<file path="src/rtl/aes_pkg.sv">
// Shared AES constants and the request-arbiter state encoding.
package aes_pkg;

    localparam int unsigned AES_BLOCK_W      = 128;
    localparam int unsigned AES_KEY_W        = 128;
    localparam int unsigned AES_CORE_LATENCY = 41;

    localparam logic [1:0] ARB_IDLE  = 2'd0;
    localparam logic [1:0] ARB_ISSUE = 2'd1;
    localparam logic [1:0] ARB_WAIT  = 2'd2;
    localparam logic [1:0] ARB_RESP  = 2'd3;

    typedef enum logic [1:0] {
        StIdle  = ARB_IDLE,
        StIssue = ARB_ISSUE,
        StWait  = ARB_WAIT,
        StResp  = ARB_RESP
    } arb_state_e;

endpackage

</file>
<file path="src/rtl/rr_arbiter.sv">
// Combinational round-robin picker: first set request at or above ptr, wrapping at NREQ-1.
module rr_arbiter #(
    parameter int unsigned NREQ = 4
) (
    input  logic [NREQ-1:0]         req,
    input  logic [$clog2(NREQ)-1:0] ptr,
    output logic [NREQ-1:0]         gnt,
    output logic [$clog2(NREQ)-1:0] gnt_idx
);

    localparam int unsigned IdxW  = $clog2(NREQ);
    localparam logic [IdxW:0] NreqW = (IdxW + 1)'(NREQ);

    // One extra bit so ptr + offset never overflows before the wrap.
    logic [IdxW:0] cand;
    logic          found;

    always_comb begin
        gnt     = '0;
        gnt_idx = '0;
        found   = 1'b0;
        cand    = '0;
        for (int unsigned i = 0; i < NREQ; i++) begin
            cand = {1'b0, ptr} + (IdxW + 1)'(i);
            if (cand >= NreqW) begin
                cand = cand - NreqW;
            end
            if (!found && req[cand[IdxW-1:0]]) begin
                found                  = 1'b1;
                gnt[cand[IdxW-1:0]]    = 1'b1;
                gnt_idx                = cand[IdxW-1:0];
            end
        end
    end

endmodule

</file>
<file path="src/rtl/aes_req_arbiter.sv">
// Shares one aes_core between NREQ requesters: round-robin accept, sequence the core,
// return the tagged ciphertext; a watchdog bounds each core transaction.
module aes_req_arbiter
    import aes_pkg::*;
#(
    parameter int unsigned NREQ    = 4,
    parameter int unsigned TIMEOUT = 64
) (
    input  logic                        clk,
    input  logic                        rst,
    input  logic [NREQ-1:0]             req_valid,
    output logic [NREQ-1:0]             req_ready,
    input  logic [NREQ*AES_KEY_W-1:0]   req_key,
    input  logic [NREQ*AES_BLOCK_W-1:0] req_block,
    output logic                        resp_valid,
    input  logic                        resp_ready,
    output logic [$clog2(NREQ)-1:0]     resp_id,
    output logic [AES_BLOCK_W-1:0]      resp_data,
    output logic                        resp_err,
    output logic                        err_timeout,
    output logic                        core_start,
    output logic [AES_KEY_W-1:0]        core_key,
    output logic [AES_BLOCK_W-1:0]      core_block,
    input  logic                        core_busy,
    input  logic                        core_valid,
    input  logic [AES_BLOCK_W-1:0]      core_out
);

    localparam int unsigned IdxW = $clog2(NREQ);
    localparam int unsigned CntW = $clog2(TIMEOUT + 1);
    localparam logic [CntW-1:0] TimeoutCnt = CntW'(TIMEOUT);
    localparam logic [IdxW-1:0] LastIdx    = IdxW'(NREQ - 1);

    arb_state_e state_q, state_d;
    logic [IdxW-1:0]        ptr_q, ptr_d;
    logic [IdxW-1:0]        id_q, id_d;
    logic [AES_KEY_W-1:0]   key_q, key_d;
    logic [AES_BLOCK_W-1:0] blk_q, blk_d;
    logic [AES_BLOCK_W-1:0] data_q, data_d;
    logic                   err_q, err_d;
    logic                   sticky_q, sticky_d;
    logic [CntW-1:0]        cnt_q, cnt_d;

    logic [AES_KEY_W-1:0]   key_arr [NREQ];
    logic [AES_BLOCK_W-1:0] blk_arr [NREQ];
    logic [NREQ-1:0]        gnt;
    logic [IdxW-1:0]        gnt_idx;

    for (genvar g = 0; g < NREQ; g++) begin : g_unpack
        assign key_arr[g] = req_key[g*AES_KEY_W +: AES_KEY_W];
        assign blk_arr[g] = req_block[g*AES_BLOCK_W +: AES_BLOCK_W];
    end

    rr_arbiter #(
        .NREQ(NREQ)
    ) u_rr (
        .req    (req_valid),
        .ptr    (ptr_q),
        .gnt    (gnt),
        .gnt_idx(gnt_idx)
    );

    always_comb begin
        state_d    = state_q;
        ptr_d      = ptr_q;
        id_d       = id_q;
        key_d      = key_q;
        blk_d      = blk_q;
        data_d     = data_q;
        err_d      = err_q;
        sticky_d   = sticky_q;
        cnt_d      = cnt_q;
        req_ready  = '0;
        core_start = 1'b0;
        resp_valid = 1'b0;

        case (state_q)
            StIdle: begin
                // Busy gating covers the core's DONE cycle, which would drop a new start.
                if (!rst && !core_busy && (|req_valid)) begin
                    req_ready = gnt;
                    id_d      = gnt_idx;
                    key_d     = key_arr[gnt_idx];
                    blk_d     = blk_arr[gnt_idx];
                    ptr_d     = (gnt_idx == LastIdx) ? '0 : gnt_idx + 1'b1;
                    state_d   = StIssue;
                end
            end
            StIssue: begin
                core_start = 1'b1;
                cnt_d      = '0;
                state_d    = StWait;
            end
            StWait: begin
                cnt_d = cnt_q + 1'b1;
                if (core_valid) begin
                    data_d  = core_out;
                    err_d   = 1'b0;
                    state_d = StResp;
                end else if (cnt_d == TimeoutCnt) begin
                    data_d   = '0;
                    err_d    = 1'b1;
                    sticky_d = 1'b1;
                    state_d  = StResp;
                end
            end
            StResp: begin
                resp_valid = 1'b1;
                if (resp_ready) begin
                    state_d = StIdle;
                end
            end
            default: state_d = StIdle;
        endcase
    end

    always_ff @(posedge clk) begin
        if (rst) begin
            state_q  <= StIdle;
            ptr_q    <= '0;
            id_q     <= '0;
            key_q    <= '0;
            blk_q    <= '0;
            data_q   <= '0;
            err_q    <= 1'b0;
            sticky_q <= 1'b0;
            cnt_q    <= '0;
        end else begin
            state_q  <= state_d;
            ptr_q    <= ptr_d;
            id_q     <= id_d;
            key_q    <= key_d;
            blk_q    <= blk_d;
            data_q   <= data_d;
            err_q    <= err_d;
            sticky_q <= sticky_d;
            cnt_q    <= cnt_d;
        end
    end

    assign resp_id     = id_q;
    assign resp_data   = data_q;
    assign resp_err    = err_q;
    assign err_timeout = sticky_q;
    assign core_key    = key_q;
    assign core_block  = blk_q;

endmodule

</file>
<file path="config.mk">
export PLATFORM = sky130hd
export DESIGN_NAME = aes_req_arbiter
export DESIGN_NICKNAME = d
export VERILOG_FILES = /design/src/rtl/aes_pkg.sv /design/src/rtl/rr_arbiter.sv /design/src/rtl/aes_req_arbiter.sv
export SDC_FILE = /design/constraint.sdc
export NUM_CORES = 1
export LEC_CHECK = 0
export ABC_AREA = 1
export CAP_MARGIN = 20
export CORE_AREA = 2 2 604 606
export CTS_CLUSTER_DIAMETER = 40
export DETAILED_ROUTE_END_ITERATION = 10
export DIE_AREA = 0 0 606 608
export PLACE_DENSITY = 0.3
export SETUP_SLACK_MARGIN = 0.05
export SLEW_MARGIN = 0
export SYNTH_ARGS = -nofsm -noshare
export SYNTH_HDL_FRONTEND = slang
export SYNTH_HIERARCHICAL = 1
export SYNTH_SLANG_ARGS = --single-unit
</file>
<file path="constraint.sdc">
create_clock -name clk -period 5.9 [get_ports clk]
set_input_delay 0.885 -clock clk [delete_from_list [all_inputs] [get_ports clk]]
set_output_delay 0.885 -clock clk [all_outputs]
set_load 0.05 [all_outputs]
</file>
**Word level (Yosys, flattened, before mapping)**

Index checks and enable logic that the tools add are counted.

- Output and inout port bits: 394
- Flip-flop bits (word level): 399
- Word-level logic and storage cells: 118
- Input bits: 1161

- Reduce and logical (&&, ||, !) cells: 22
- Muxes and demuxes: 52
- Eq/ne operators: 8
- Magnitude comparators: 13
- Bitwise operators: 5
- Add/sub/neg operators: 9

Operators by type and width:

| cell | number |
|---|---|
| 2-to-1 mux 128 bit | 6 |
| binary-select mux 128 bit (select 2 bit) | 2 |
| 2-to-1 mux 2 bit | 13 |
| 2-to-1 mux 4 bit | 6 |
| 2-to-1 mux 1 bit | 15 |
| one-hot mux 7 bit (2 select lines) | 1 |
| greater-or-equal comparator 3 bit (second input constant) | 4 |
| less-than comparator 2 x 3 -> 1 bit (second input constant) | 4 |
| bitwise OR 4 bit | 3 |
| logical AND 1 bit | 9 |
| binary-select mux 1 bit (select 2 bit) | 4 |
| demux 1 bit (select 2 bit) | 4 |
| greater-or-equal comparator 2 x 1 -> 1 bit (second input constant) | 4 |
| one-hot mux 2 bit (4 select lines) | 1 |
| subtractor 2 x 1 -> 2 bit (second input constant) | 4 |
| adder 7 x 1 -> 7 bit (second input constant) | 1 |
| equality test 7 bit (second input constant) | 1 |
| adder 2 x 2 -> 3 bit (second input constant) | 2 |
| equality test 2 bit (second input constant) | 3 |
| AND reduction 3 bit | 2 |
| zero test 1 bit | 5 |
| inequality test 2 bit (second input constant) | 2 |
| AND reduction 2 bit | 2 |
| nonzero test 2 bit | 2 |
| other kinds (9) | 9 |

**Longest topological paths before layout**

Gate-level depths: netlist of run 1.

- Depth in word-level cells: 18
- Depth in mapped cells: 19
- Mapped depth without buffers: 14

**Modules after synthesis**

Netlist of run 1, hierarchy kept.

Modules (own cells, without submodules):

| module | area an instance (um^2) | cells an instance | sequential area each (um^2) | instances |
|---|---|---|---|---|
| aes_req_arbiter | 21956.1 | 3253 | 7987.7 | 1 |
| rr_arbiter | 515.5 | 82 | 0.0 | 1 |

**Least setup slack after synthesis of run 1**

No wires, ideal clock.

- Path kind: in2out
- Start: in core_busy
- End: out req_ready[0]
- Stages on the path: 6
- Data arrival time: 2.263 ns
- Buffers on the path: 3
- Data required time: 5.015 ns
- Path slack: 2.752 ns
- Cell sequence: nor2_1 > nand3_1 > buf_2 > buf_2 > buf_2 > nor2_1

- Longest elaborated chain between the ends: 5

RTL lines:

| element | RTL line | RTL |
|---|---|---|
| start, declared | aes_req_arbiter.sv:24 | `input logic core_busy,` |
| zero test 1 bit | aes_req_arbiter.sv:80 | `if (!rst && !core_busy && (\|req_valid)) begin` |
| logical AND 1 bit (2 in a row) | aes_req_arbiter.sv:80 |  |
| 2-to-1 mux 4 bit | aes_req_arbiter.sv:80 |  |
| 2-to-1 mux 4 bit | aes_req_arbiter.sv:77 | `case (state_q)` |
| end, declared | aes_req_arbiter.sv:12 | `output logic [NREQ-1:0] req_ready,` |

Every way passes these cells.

**Worst setup path in the final report of run 1**

- Start: reg ptr_q[0]
- End: out req_ready[0]

- Longest elaborated chain between the ends: 16
- Elaborated cells on any way between the ends: 61
- Classes of those cells: add/sub: 7; order compare: 12; mux: 29; bitwise: 3; reduce/logical: 10

RTL lines:

| element | RTL line | RTL |
|---|---|---|
| start, declared | aes_req_arbiter.sv:35 | `logic [IdxW-1:0] ptr_q, ptr_d;` |
| start signal, assigned | aes_req_arbiter.sv:130 | `ptr_q <= ptr_d;` |
| branches (longest 13 deep; another with adder 2 x 1 -> 3 bit) | n/a |  |
| 2-to-1 mux 4 bit * | rr_arbiter.sv:28 | `if (!found && req[cand[IdxW-1:0]]) begin` |
| net gnt[0] | aes_req_arbiter.sv:46 | `logic [NREQ-1:0] gnt;` |
| 2-to-1 mux 4 bit * | aes_req_arbiter.sv:80 |  |
| 2-to-1 mux 4 bit * | aes_req_arbiter.sv:77 |  |

Mark *: on every way through the listed nets, which the timed path passes. The select of a mux whose other input is x is not followed.

==> summary.txt, run 1 <==
Layout
  • Most common cell after layout, fill and taps aside: clkdlybuf4s50_1
  • Fraction of layout cells with a size suffix above 1: 11.4%
  • Highest-count cells in the layout ignoring fill and taps: clkdlybuf4s50_1, nor2_1, o21ai_0
  • Layout area overhead: 117%
  • Register Area: around 8000 sq um
  • Multi-input logic area: 12900 sq um
  • Nets: 5987
  • Fillers: 41700

Timing
  • Final Cycle Share: 78.7%
  • Final setup viols: 0
  • Fmax: 215 MHz
  • Setup_tns: 0 ns
  • RSZ-0062 raised after global routing: false
  • Final setup margin: 1.26 ns
  • Final setup skew: 0.112 ns
  • Min Tclk post-route: about 4.6 ns
  • Final max-slew violation count: 0
  • Worst-Margin Slew: between 1 and 1.5 ns
  • Rel. slew slack: 25.3%
  • Hold Vio Cnt, Final: 0

GRT
  • GRT Overall Usage: 14.6%
  • First-pass GRT wire length: 354000 microns
  • Global Route met2 Usage: between 20% and 30%
  • Vias in the first global route: 32100
  • Met1 Use GR: 18.3%
  • GR peak layer: met2
  • Initial antenna violation count: between 150 and 200
  • Met3 layer usage reported by global route: 3.76%
  • Overflow after GRT: 0
  • Largest net degree at the start of global routing: 154

Die
  • Starting Density: approximately 6.2%
  • I/O pins: 1555
  • Die W: roughly 600 microns
  • Row Count: 221
  • Die ar.: 368000 sq um
  • Die Ht: 608 microns
  • Core Area: 362000 sq um

Worst setup path
  • Startpoint Class: flop
  • Crit path capture type: output pin
  • CP Data Required Time: 5.02 ns
  • Crit path DAT: 3.76 ns
  • CP Max Fanout: 12
  • Crit Path Category: flop to output pin

CTS
  • Clk sinks: 399
  • Hold-fix buffers, CTS: 0
  • Max H-tree Level: 4
  • Worst-skew pair later-pin latency: 0.84 ns
  • CTS resizes: 0
  • Postcts setup bufs: 0
  • CTS Buf Count: 160
  • TritonCTS clock tree: done
  • Clock buffer depth: 4
  • Clk slew on worst S/H paths: 0.04 ns
  • Clock root buffer: clkbuf_16

Routing
  • Avg WL per Cell: 28.7 microns
  • 1st-iter DRT viols: 2338
  • Pre-Repair DR Iteration Count: 7
  • DRT antenna net count: 0
  • Via Count: around 32000
  • DRT Wirelength: 280000 microns
  • DRC violations left: 0
  • Vias/cell: 3.28

Synth
  • Synth area leaders: dfxtp_1, nor2_1, o21ai_0, nand3_2, a21oi_2
  • Post-Synthesis Cells: 3335
  • Synth Register Bits: roughly 400
  • Largest area contributor in the netlist: dfxtp_1
  • Seq/Total Area, Yosys: 35.5%
  • Syn Std Cell Area: 22500 sq um
  • Synth Warn #: 6
  • Mapped Nets: 4507
  • Netlist cell types: 38
  • Synth top area share: 35.5%
  • Syn_area_per_cell: a little under 7 sq um

Place
  • IO Port Bufs: 1554
  • Pre-CTS setup slack: 1.28 ns
  • Final GP Congestion: between 0.8 and 0.9
  • DPL Wire Length: between 200000 and 250000 microns

Run status
  • Outcome: finished clean

Power
  • Net Sw Frac: 49.8%
  • Comb pwr share: 54.3%
  • Power density cells: 540 nW/um^2
  • P_int: 13200 uW
  • Maximum VDD drop: 0.000392 V
  • Net Sw Power: 13100 uW
  • Clock power frac: 32.2%
  • Static leakage: 0.0163 uW
  • Flop pwr share: a little over an eighth

Min path
  • Hold Crit Class: flop to flop

Job
  • Max-Cap Viols: 0
==> cell usage after synthesis <==
master    count
buf_2        78
o21ai_0     756
nand3_1      62
nor2_1     1045
nand3_2     100
inv_6         1
nand2_2       4
nand2_4       2
nor2_8        1
o21bai_2      1
a21oi_1      44
buf_12       11
nand2_8       2
buf_4         2
a22oi_1       1
ha_1         11
nand3b_1      1
clkbuf_1    196
nand2_1     175
buf_1        21
o21ai_1      18
buf_6         5
o22ai_1     119
a21oi_2     100
dfxtp_1     399
inv_4         1
inv_2         2
nor2_2        2
bufinv_8      1
o211a_1       1
nand3_4       2
inv_1        26
nor2_4        1
a21boi_0      4
nand4_1       1
clkinv_1      1
a31oi_1     137
a211oi_1      1
==> layer usage <==
layer	share of wire (%)	routed length, microns
met5	0.14	383
met4	2.8	7720
met3	7.0	19600
met2	47	133000
met1	43	120000
==> kinds of logic (layout without fill, tap and decap cells) <==
| kind of cell | after synthesis | count (layout) | share of synthesized area [%] |
|---|---|---|---|
| AOI/OAI and AO/OA | 1182 | 1182 | 29.5 |
| buffers and inverters | 345 | 1947 | 7.29 |
| and+or+nand+nor | 1398 | 1398 | 27.0 |
| DFF | 399 | 399 | 35.5 |
| adders and majority gates | 11 | 11 | 0.612 |
| other | 0 | 26 | 0 |
==> final timing paths <==
kind            startpoint       endpoint  slack, ns  cells after the start
min reg2reg  resp_data[20]  resp_data[20]       0.47                      2
min          resp_data[20]  resp_data[20]       0.47                      2
max               ptr_q[0]   req_ready[0]       1.26                     11
max reg2reg       ptr_q[0]   core_key[73]       1.45                     15
==> critical path, cell delays in order, from the launching register on <==
cell,delay [ns]
dfxtp_1,0.66
inv_6,0.13
ha_1,0.40
inv_1,0.12
nand3_1,0.10
nand2_1,0.12
nor2_2,0.21
a21oi_1,0.10
nand3_1,0.09
inv_1,0.05
nor2_1,0.14
clkdlybuf4s50_1,0.86
==> sequential cells by signal, summed over array words and instances (netlist names) <==
register     flops
core_key       128
core_block     128
ptr_q            2
resp_id          2
err_timeout      1
state_q          2
cnt_q            7
resp_err         1
resp_data      128
==> area by class of cell <==
cell class / instances / share of cell area [%]
diodes: 26 / 0.133
clock buffers: 233 / 9.67
clock inverters: 51 / 1.29
inverters: 32 / 0.369
multi-input cells: 2591 / 26.4
flip-flops and latches: 399 / 16.4
well taps: 4794 / 12.3
repair buffers: 1631 / 33.5
==> power by group through the flow <==
stage | logic [uW] | registers, uW | clock network [uW]
final | 14300 | 3550 | 8500
after global routing | 15600 | 3610 | 8910
after CTS | 14700 | 3550 | 8810
after detailed placement | 14700 | 3590 | 0
after global placement | 14700 | 3590 | 0
after floorplan | 6290 | 4960 | 0
==> metrics by stage <==
stage	std cells	util [%]	cell area, sq um	power (uW)	hold slack (ns)
2_1_floorplan	3335	-	22500	11300	0.454
3_3_place_gp	9446	12.0	43400	18300	0.465
3_5_place_dp	9447	12.0	43400	18300	0.465
4_1_cts	9731	13.5	48800	27100	0.401
5_1_grt	9734	13.5	48800	28100	0.430
6_report	9757	13.5	48900	26400	0.473
(Power assumes the default switching activity.)
==> run 2, diff against run 1 <==
CORE_AREA = 2 2 610 612   (was 2 2 604 606)
DIE_AREA = 0 0 612 614   (was 0 0 606 608)
clock period = 4.4 ns   (was 5.9 ns; I/O delays follow)
==> summary.txt, run 2 (synthesis results as in run 1) <==
Worst setup path
  • Delay-heaviest family, CP: buffers and inverters
  • Crit path cell chain: bufinv_8 > ha_1 > inv_1 > nand3_1 > nand2_1 > nor2_2 > a21oi_1 > nand3_1 > inv_1 > nor2_1 > clkdlybuf4s50_1
  • CP startpoint: ptr_q[1]
  • Crit path capture type: output pin
  • Crit Path Category: flop to output pin
  • CP Capture Point: req_ready[3]
  • CP Max Fanout: 6
  • Reg-to-Reg Start: ptr_q[1]
  • Crit path DAT: 3.45 ns
  • R2R depth: 16
  • CP Data Required Time: 3.74 ns
  • Bufs and invs on worst path: 4
  • Reg2reg end: core_key[38]
  • CP max-delay cell: clkdlybuf4s50_1
  • Startpoint Class: flop
  • Critical path depth: 11
  • CP max stage delay: 0.86 ns
  • Reg2reg setup slack: 0.75 ns

Timing
  • Final setup viols: 0
  • Setup_tns: 0 ns
  • Rel. slew slack: 32.1%
  • Final setup margin: 0.288 ns
  • RSZ-0062 raised after global routing: false
  • Worst-Margin Slew: about 1.0 ns
  • Fmax: 243 MHz
  • Min Tclk post-route: 4.11 ns
  • Final Cycle Share: approximately 93%
  • Final setup skew: 0.0742 ns
  • Final max-slew violation count: 0
  • Hold Vio Cnt, Final: 0

Die
  • Starting Density: 6.07%
  • Die W: around 610 microns
  • Die ar.: 376000 sq um
  • Die Ht: 614 microns
  • Row Count: 224
  • I/O pins: approximately 1600
  • Core Area: 370000 sq um

GRT
  • Vias in the first global route: roughly 33000
  • GRT Overall Usage: between 10% and 20%
  • Initial antenna violation count: 157
  • Overflow after GRT: 0
  • Largest net degree at the start of global routing: 130
  • First-pass GRT wire length: 352000 microns

Power
  • Power density cells: around 700 nW/um^2
  • Flop pwr share: 13.4%
  • Tot Pwr: 35500 uW
  • Static leakage: between 0.015 and 0.02 uW
  • Maximum VDD drop: between 0.0006 and 0.0007 V
  • Clock power frac: 30.8%
  • Net Sw Power: 17500 uW
  • P_int: roughly 18000 uW
  • Comb pwr share: 55.8%
  • Net Sw Frac: 49.2%

Routing
  • Via Count: 32200
  • Pre-Repair DR Iteration Count: 5
  • 1st-iter DRT viols: 2245
  • DRC violations left: 0
  • Avg WL per Cell: between 20 and 30 microns
  • DRT Wirelength: about 280000 microns
  • Vias/cell: approximately 3.2
  • DRT antenna net count: 0

Place
  • IO Port Bufs: around 1600
  • Final GP Congestion: slightly above 0.9
  • Pre-CTS setup slack: 0.167 ns
  • DPL Wire Length: 236000 microns

CTS
  • TritonCTS clock tree: done
  • CTS Buf Count: around 150
  • Clk sinks: about 400
  • Clock root buffer: clkbuf_16
  • CTS resizes: 0
  • Clk slew on worst S/H paths: 0.05 ns
  • Postcts setup bufs: 0
  • Clock buffer depth: 4
  • Hold-fix buffers, CTS: 0
  • Max H-tree Level: 4
  • Worst-skew pair later-pin latency: 0.85 ns

Job
  • Max-Cap Viols: 0

Layout
  • Register Area: 7990 sq um
  • Multi-input logic area: 12900 sq um
  • Most common cell after layout, fill and taps aside: clkdlybuf4s50_1
  • Nets: 6048
  • Fillers: 42500
  • Highest-count cells in the layout ignoring fill and taps: clkdlybuf4s50_1, nor2_1, o21ai_0
  • Fraction of layout cells with a size suffix above 1: 12.5%
  • Layout area overhead: 121%

Min path
  • Hold Crit Class: input pin to flop

Run status
  • Outcome: finished clean
==> run 2: how the worst min path moves through the flow <==
stage,from,to,depth (start not counted)
2_1_floorplan,cnt_q[6],cnt_q[6],2
3_3_place_gp,err_timeout,err_timeout,2
3_5_place_dp,err_timeout,err_timeout,2
4_1_cts,rst,resp_data[93],2
5_1_grt,rst,resp_data[24],2
6_report,rst,resp_data[93],2
==> run 2: metrics by stage <==
stage          util [%]  instance area [sq um]  hold WS [ns]  std cells
2_1_floorplan         -                  22500         0.454       3335
3_3_place_gp       12.0                  44400         0.454       9691
3_5_place_dp       12.0                  44400         0.452       9692
4_1_cts            13.4                  49500        0.0647       9963
5_1_grt            13.4                  49600         0.121       9968
6_report           13.4                  49600         0.161      10000
==> run 2: layout make-up <==
| type | count | area share, % |
|---|---|---|
| Inverter | 32 | 0.363 |
| Antenna cell | 37 | 0.187 |
| Clock inverter | 50 | 1.26 |
| Sequential cell | 399 | 16.1 |
| Timing Repair Buffer | 1698 | 34.5 |
| Clock buffer | 221 | 9.12 |
| Multi-Input combinational cell | 2591 | 26.0 |
| Tap cell | 4972 | 12.5 |
==> run 2: power by group through the flow <==
stage | sequential, uW | combinational [uW] | clock [uW]
finish | 4750 | 19800 | 10900
global route | 4820 | 21500 | 11400
CTS | 4760 | 20200 | 11300
detailed placement | 4800 | 20100 | 0
global placement | 4800 | 20200 | 0
floorplan | 6650 | 8440 | 0
==> run 2: layer usage <==
layer	vias up	wire length [microns]	GRT usage, %
met5	-	341	0
met4	54	8570	3.75
met3	429	21300	4.29
met2	1443	133000	23.8
met1	15600	119000	17.7
li1	14600	-	-
